**src/rtl/touch_scan_ctrl.sv**
```systemverilog
// Resistive-touch ADC scan sequencer (ADS7843-style serial interface).
// While the pen is down it runs an X conversion followed by a Y conversion,
// publishes the pair with a one-cycle strobe, then idles for a fixed gap.
//
// state    | meaning
// ---------+-------------------------------------------------------------
// IDLE     | waiting for ena and synchronised pen-down
// CS_SETUP | chip select low, serial clock low, command MSB on touch_din
// SHIFT    | 24 serial clock periods: 8 command bits out, 12 result bits in
// CS_HOLD  | chip select high between frames; result latched at the end
// GAP      | idle spacing after a published pair
module touch_scan_ctrl #(
    parameter int         CLK_DIV    = 50,
    parameter int         SAMPLE_GAP = 100000,
    parameter logic [7:0] CMD_X      = 8'hD0,
    parameter logic [7:0] CMD_Y      = 8'h90
) (
    input  logic        clk,
    input  logic        rst,
    input  logic        ena,
    input  logic        pen_irq_n,
    input  logic        touch_dout,
    output logic        touch_cs_n,
    output logic        touch_clk,
    output logic        touch_din,
    output logic [11:0] x_pos,
    output logic [11:0] y_pos,
    output logic        pos_valid,
    output logic        busy
);

    localparam int CNT_MAX = (SAMPLE_GAP > CLK_DIV) ? SAMPLE_GAP : CLK_DIV;
    localparam int CNT_W   = $clog2(CNT_MAX + 1);
    localparam logic [CNT_W-1:0] DIV_LOAD = CNT_W'(CLK_DIV - 1);
    localparam logic [CNT_W-1:0] GAP_LOAD = CNT_W'(SAMPLE_GAP - 1);

    typedef enum logic [2:0] {
        IDLE,
        CS_SETUP,
        SHIFT,
        CS_HOLD,
        GAP
    } state_t;

    state_t           state;
    state_t           state_nxt;
    logic             pen_meta;
    logic             pen_sync;
    logic [CNT_W-1:0] cnt;
    logic             cnt_zero;
    logic             phase_hi;
    logic [4:0]       bit_idx;
    logic             last_bit;
    logic             capture_slot;
    logic             sel;
    logic [11:0]      shreg;
    logic [11:0]      x_hold;
    logic [7:0]       cmd;
    logic [2:0]       din_idx;

    assign cnt_zero     = (cnt == '0);
    assign last_bit     = (bit_idx == 5'd23);
    // bit 8 is the ADC busy slot and 21..23 are trailing zeros; only 9..20 carry data
    assign capture_slot = (bit_idx >= 5'd9) && (bit_idx <= 5'd20);
    assign cmd          = sel ? CMD_Y : CMD_X;

    // Two-flop synchroniser for the asynchronous pen-down line (idles as pen-up)
    always_ff @(posedge clk) begin
        if (!rst) begin
            pen_meta <= 1'b1;
            pen_sync <= 1'b1;
        end else begin
            pen_meta <= pen_irq_n;
            pen_sync <= pen_meta;
        end
    end

    // State register
    always_ff @(posedge clk) begin
        if (!rst) begin
            state <= IDLE;
        end else begin
            state <= state_nxt;
        end
    end

    // Next-state decode; pen and enable only matter in IDLE
    always_comb begin
        state_nxt = state;
        case (state)
            IDLE:     if (ena && !pen_sync) state_nxt = CS_SETUP;
            CS_SETUP: if (cnt_zero) state_nxt = SHIFT;
            SHIFT:    if (cnt_zero && phase_hi && last_bit) state_nxt = CS_HOLD;
            CS_HOLD:  if (cnt_zero) state_nxt = sel ? GAP : CS_SETUP;
            GAP:      if (cnt_zero) state_nxt = IDLE;
            default:  state_nxt = IDLE;
        endcase
    end

    // Timer, serial phase/bit tracking, result capture and publication
    always_ff @(posedge clk) begin
        if (!rst) begin
            cnt       <= '0;
            phase_hi  <= 1'b0;
            bit_idx   <= '0;
            sel       <= 1'b0;
            shreg     <= '0;
            x_hold    <= '0;
            x_pos     <= '0;
            y_pos     <= '0;
            pos_valid <= 1'b0;
        end else begin
            pos_valid <= 1'b0;

            if (state_nxt != state) begin
                case (state_nxt)
                    CS_SETUP, SHIFT, CS_HOLD: cnt <= DIV_LOAD;
                    GAP:                      cnt <= GAP_LOAD;
                    default:                  cnt <= '0;
                endcase
            end else if (!cnt_zero) begin
                cnt <= cnt - CNT_W'(1);
            end else if (state == SHIFT) begin
                cnt <= DIV_LOAD;
            end

            case (state)
                IDLE: begin
                    if (state_nxt == CS_SETUP) sel <= 1'b0;
                end
                CS_SETUP: begin
                    phase_hi <= 1'b0;
                    bit_idx  <= '0;
                    shreg    <= '0;
                end
                SHIFT: begin
                    if (cnt_zero) begin
                        if (!phase_hi) begin
                            // this edge raises touch_clk: sample the ADC here
                            phase_hi <= 1'b1;
                            if (capture_slot) shreg <= {shreg[10:0], touch_dout};
                        end else begin
                            phase_hi <= 1'b0;
                            bit_idx  <= bit_idx + 5'd1;
                        end
                    end
                end
                CS_HOLD: begin
                    if (cnt_zero) begin
                        if (!sel) begin
                            x_hold <= shreg;
                            sel    <= 1'b1;
                        end else begin
                            x_pos     <= x_hold;
                            y_pos     <= shreg;
                            pos_valid <= 1'b1;
                        end
                    end
                end
                default: ;
            endcase
        end
    end

    // Serial interface outputs decoded from state; touch_din only moves with touch_clk falling
    always_comb begin
        touch_cs_n = 1'b1;
        touch_clk  = 1'b0;
        touch_din  = 1'b0;
        din_idx    = 3'd7 - bit_idx[2:0];
        busy       = (state != IDLE);
        case (state)
            CS_SETUP: begin
                touch_cs_n = 1'b0;
                touch_din  = cmd[7];
            end
            SHIFT: begin
                touch_cs_n = 1'b0;
                touch_clk  = phase_hi;
                if (bit_idx < 5'd8) touch_din = cmd[din_idx];
            end
            default: ;
        endcase
    end

endmodule

```
**config.mk**
```make
export PLATFORM = sky130hd
export DESIGN_NAME = touch_scan_ctrl
export DESIGN_NICKNAME = d
export VERILOG_FILES = /design/src/rtl/touch_scan_ctrl.sv
export SDC_FILE = /design/constraint.sdc
export NUM_CORES = 1
export LEC_CHECK = 0
export ABC_CLOCK_PERIOD_IN_PS = 2600
export CORE_UTILIZATION = 50
export DETAILED_ROUTE_END_ITERATION = 8
export GPL_ROUTABILITY_DRIVEN = 0
export PLACE_DENSITY = 0.71
export SLEW_MARGIN = 10
export SYNTH_ARGS = -nofsm -noshare
export SYNTH_HDL_FRONTEND = slang
export SYNTH_SLANG_ARGS = --single-unit
```
**constraint.sdc**
```tcl
create_clock -name clk -period 2.6 [get_ports clk]
set_input_delay 0.39 -clock clk [delete_from_list [all_inputs] [get_ports clk]]
set_output_delay 0.39 -clock clk [all_outputs]
set_load 0.05 [all_outputs]
```
Word-level counts from Yosys, hierarchy flattened
Cells that the tools add are included.
- logic and storage cells: 88
- bits in registers: 78
- input port bits: 5
- output and inout bits: 29
- equality and inequality tests: 17
- bitwise operators: 1
- multiplexer cells: 32
- order comparisons: 4
- reductions and logical operators: 19
- add/subtract/negate cells: 3
- operators by type and width (kind ; count):
    $mux 17 ; 3
    $mux 12 ; 3
    $pmux 17 s2 ; 1
    $pmux 12 s2 ; 1
    $mux 3 ; 6
    $logic_not 17->1 ; 1
    $sub 17x1->17 const B ; 1
    $pmux 3 s5 ; 1
    $reduce_and 3->1 ; 5
    $eq 3x2->1 const B ; 4
    $ne 2x2->1 const B ; 6
    $mux 5 ; 2
    $pmux 5 s2 ; 1
    $mux 1 ; 9
    $mux 7 ; 1
    $eq 3x1->1 const B ; 2
    $eq 3x3->1 const B ; 2
    $pmux 1 s2 ; 3
    $add 5x1->5 const B ; 1
    $eq 5x5->1 const B ; 1
    $ge 5x4->1 const B ; 1
    $le 5x5->1 const B ; 1
    $lt 5x4->1 const B ; 1
    $logic_and 1x1->1 ; 4
    other kinds (14) ; 15

Longest topological paths before layout
- depth after elaboration: 9
- gate-level depth with buffers: 10
- mapped depth without buffers: 7

Worst setup path after synthesis
Ideal clock, no wire load.
- path type: reg-to-reg
- from: reg state[0]
- to: reg bit_idx[3]
- period minus slack after synthesis: 2.606 ns
- path buffers: 1
- stages on the path, launching flop included: 6
- setup slack: -0.006 ns
- arrival time: 2.536 ns
- cells stage by stage: dfxtp_1 clkbuf_1 nor3_1 a21boi_1 or3_1 a21oi_1
- word-level cells in the longest chain between the ends: 3
- RTL lines (element ; line ; RTL):
    from (decl) ; 45 ; state_t state;
    from (signal assigned) ; 83 ; state <= state_nxt;
    $eq 3x2->1 or $eq 3x1->1 (tied branches) ; 127 ; case (state)
    $ne 2x2->1 (no source line) or $reduce_bool 2->1 (tied branches) ; n/a ;
    $reduce_and 3->1 (no source line) ; n/a ;
    to (signal assigned) ; 144 ; bit_idx <= bit_idx + 5'd1;
    to (decl) ; 52 ; logic [4:0] bit_idx;
Parallel ways exist; a longest one is shown, timed or not.
A chain may end at the register's enable or synchronous reset.

Final worst setup path
- from: reg state[0]
- to: out touch_cs_n
- word-level cells in the longest chain between the ends: 3
- RTL lines (element ; line ; RTL):
    $eq 3x2->1 or $eq 3x1->1 (tied branches) ; 172 ; case (state)
    $reduce_or 2->1 (no source line) * ; n/a ;
    $mux 1 * ; 172 ;
    to (decl) ; 23 ; output logic touch_cs_n,
Every way passes the cells marked *; elsewhere a longest branch is shown, timed or not.

==> impl_results.md <==
* Status: finished clean
* Core area at 6490 um2
* Hold Slack at 0.460 ns
* Tcrit/Tclk final at 0.940
* Max_slew headroom at 0.606
* Overall routing resource usage at 0.209
* Seq pwr share at 0.421
* CTS Buf Count at 9
* Pwr/cell area at 821 nW/um2
* Dominant synthesized flop cell: dfxtp_1
* Least-Margin Pin Slew at 0.591 ns
* Die area at 7230 um2
* Worst path max stage delay at 0.79 ns
* DIE HEIGHT at 85.0 um
* Worst Setup SP: state[0]$_SDFF_PN0_
* Filler Cells Inserted at 591
* Setup bufs post-CTS at 0
* Chip width at 85.0 um
* Final Skew at 0.00672 ns
* Total number of vias at 2,940
* Setup Viol. Count Final at 0
* Final instance area at 4090 um2
* DR DRC count at 0
* Final period demand of the worst path at 2.44 ns
* Switching Fraction at 0.324
* Antenna violations before repair at 0
* Yosys reg bits at 78
* Post-synth cell types at 48
* Critical path type: reg -> out
* Drt total wl at 7260 um
* Number of enable flip-flop cells after synthesis at 0
* Hold Path Origin: x_hold[2]$_SDFFE_PN0P_
* Average cell area after synthesis at 8.38 um2
* Post-synth top area share at 0.453
* Starting density of the core at 0.531
* Biggest area consumer among synthesized cells: dfxtp_1
* Place WS at 0.295 ns
* Critical path peak fanout at 14
* CTS tree: built
* DP HPWL at 4850 um
* Vias in the first global route at 2,586
* Clock power frac at 0.300
* Max-cap violations at 0
* DP Area at 3870 um2
* Synthesized area at 3450 um2
* CTS Buffer Depth at 2
* Largest net degree at the start of global routing at 35
* Number of diodes at 0
* Wire length per cell at 13.8 um
* VDD IR max at 348 uV
* Count of pins over their slew limit at 0
* Switching power of the nets at 1090 uW
* Final net count at 452
* Final setup margin at 0.157 ns
* Root Buffer: clkbuf_8
* First-pass GRT wire length at 12,100 um
* CTS HTree Levels at 3
* Gr ovfl total at 0
* Hold Path Class: reg -> reg
* RSZ-0062 raised after global routing: no
* Warnings from Yosys at 0
* Final Hold Fails at 0
* Worst path slowest cell: clkdlybuf4s50_1
* Post-synthesis sequential area ratio at 0.453
* Std cell rows at 29
* 1st-pass router iterations at 4
* Clk Latency, worst-skew pair at 0.35 ns
* Top cells by area, synth: dfxtp_1 45%, nand2_1 11%, a21boi_0 10%, nand3_1 2.8%, nor2_1 2.4%
* Setup tns final at 0 ns
* I/O pins at 34
* Cell leakage power at 0.00140 uW
* Vias per Instance at 5.60
* Layout cells sized above 1 at 0.0826
* CTS resizes at 0
* Commonest cells post-synth: 97 x nand2_1, 78 x dfxtp_1, 48 x a21boi_0
* F_max at 409 MHz
* Iter 0 DRT Violations at 105
* Syn_nets at 420
* CP startpoint kind: flop
* Most numerous cell in the Yosys netlist: nand2_1
* Post-route ant nets at 0
* Part of the power in combinational logic at 0.278
* Reg2reg start: cnt[1]$_SDFFE_PN0P_
* Internal Power at 2270 uW
* Crit path capture type: output pin
* Fraction of registers with async set/reset at 0
* CTS Hold Buffers Added at 0
* CTS clk-pin slew, worst paths at 0.08 ns
* Worst Path Arrival at 2.05 ns
* Clock sink count at 78
* Area Growth Syn to Fin at 18.8%
* Worst Path Required at 2.21 ns
* Crit-path cells: nand2b_1 > a21o_1 > clkdlybuf4s50_1
* Port Buffers at 33
* Post-synthesis cell count at 411
-- power groups by stage --
| stage | clock, uW | sequential [uW] | combinational, uW |
|---|---|---|---|
| 2_1_floorplan | 0 | 1410 | 738 |
| 3_3_place_gp | 0 | 1430 | 915 |
| 3_5_place_dp | 0 | 1440 | 929 |
| 4_1_cts | 1030 | 1410 | 936 |
| 5_1_grt | 1090 | 1430 | 1040 |
| 6_report | 1010 | 1420 | 935 |
-- registers in the layout, summed over array words and instances, names as in the netlist --
name,count
y_pos,12
pos_valid,1
x_hold,12
state,3
shreg,12
phase_hi,1
pen_sync,1
cnt,17
sel,1
x_pos,12
pen_meta,1
bit_idx,5
-- cells by family (layout without fill, tap and decap cells) --
group / Yosys count / after routing / share of synthesized area
xor+xnor: 13 / 13 / 0.0330
fa+ha+maj: 4 / 4 / 0.0145
simple gates: 191 / 191 / 0.271
compound gates: 96 / 96 / 0.193
buf+inv: 29 / 66 / 0.0349
flops: 78 / 78 / 0.453
-- worst max-delay path, delay by kind of cell (launching register included) --
family / cells / cell delay (ns)
buffers and inverters: 1 / 0.79
DFF: 1 / 0.61
AOI/OAI and AO/OA: 1 / 0.12
and+or+nand+nor: 1 / 0.20
-- layout by cell type, fill, tap and decap left out, types with 3 or more instances in the layout --
| master | synthesis | routed |
|---|---|---|
| xnor2_1 | 7 | 7 |
| buf_4 | 0 | 12 |
| nand2b_1 | 4 | 4 |
| nand3_1 | 19 | 19 |
| or3_1 | 6 | 6 |
| nor4_1 | 9 | 9 |
| o21ai_0 | 11 | 11 |
| clkbuf_8 | 0 | 9 |
| nand2_1 | 97 | 97 |
| or4_1 | 5 | 5 |
| a21oi_1 | 14 | 14 |
| nor3b_1 | 3 | 3 |
| clkdlybuf4s50_1 | 0 | 31 |
| a31oi_1 | 3 | 3 |
| o31a_1 | 3 | 3 |
| nor3_1 | 5 | 4 |
| a21boi_0 | 48 | 48 |
| inv_1 | 5 | 5 |
| nor2_1 | 22 | 22 |
| dfxtp_1 | 78 | 78 |
| ha_1 | 4 | 4 |
| xor2_1 | 6 | 6 |
| o21a_1 | 4 | 4 |
| and4_1 | 3 | 3 |
-- worst paths after layout --
kind	end	slack, ns	cells after the start
min	x_hold[2]$_SDFFE_PN0P_	0.46	2
max	touch_cs_n	0.16	3
min reg2reg	x_hold[2]$_SDFFE_PN0P_	0.46	2
max reg2reg	shreg[5]$_SDFFE_PN0P_	0.29	7
-- through the flow --
step / util / total power [uW] / cells
after floorplan: - / 2150 / 411
after global placement: 0.596 / 2350 / 509
after detailed placement: 0.596 / 2370 / 509
after CTS: 0.630 / 3380 / 525
after global routing: 0.630 / 3550 / 525
final: 0.630 / 3360 / 525
-- layout make-up --
cell class / instances / area [um2] / share of cell area
clock buffers: 10 / 128 / 0.0312
well taps: 77 / 96.3 / 0.0235
flip-flops and latches: 78 / 1560 / 0.382
repair buffers: 45 / 425 / 0.104
multi-input cells: 304 / 1770 / 0.432
inverters: 5 / 18.8 / 0.00459
clock inverters: 6 / 93.8 / 0.0229
-- metal layers --
layer  GRT usage  part of all wire
met4      0.0924             0.013
met3      0.0360             0.037
met2       0.323              0.44
met5           0                 0
met1       0.288              0.51
Note: power is estimated with default switching activity, not from simulation.
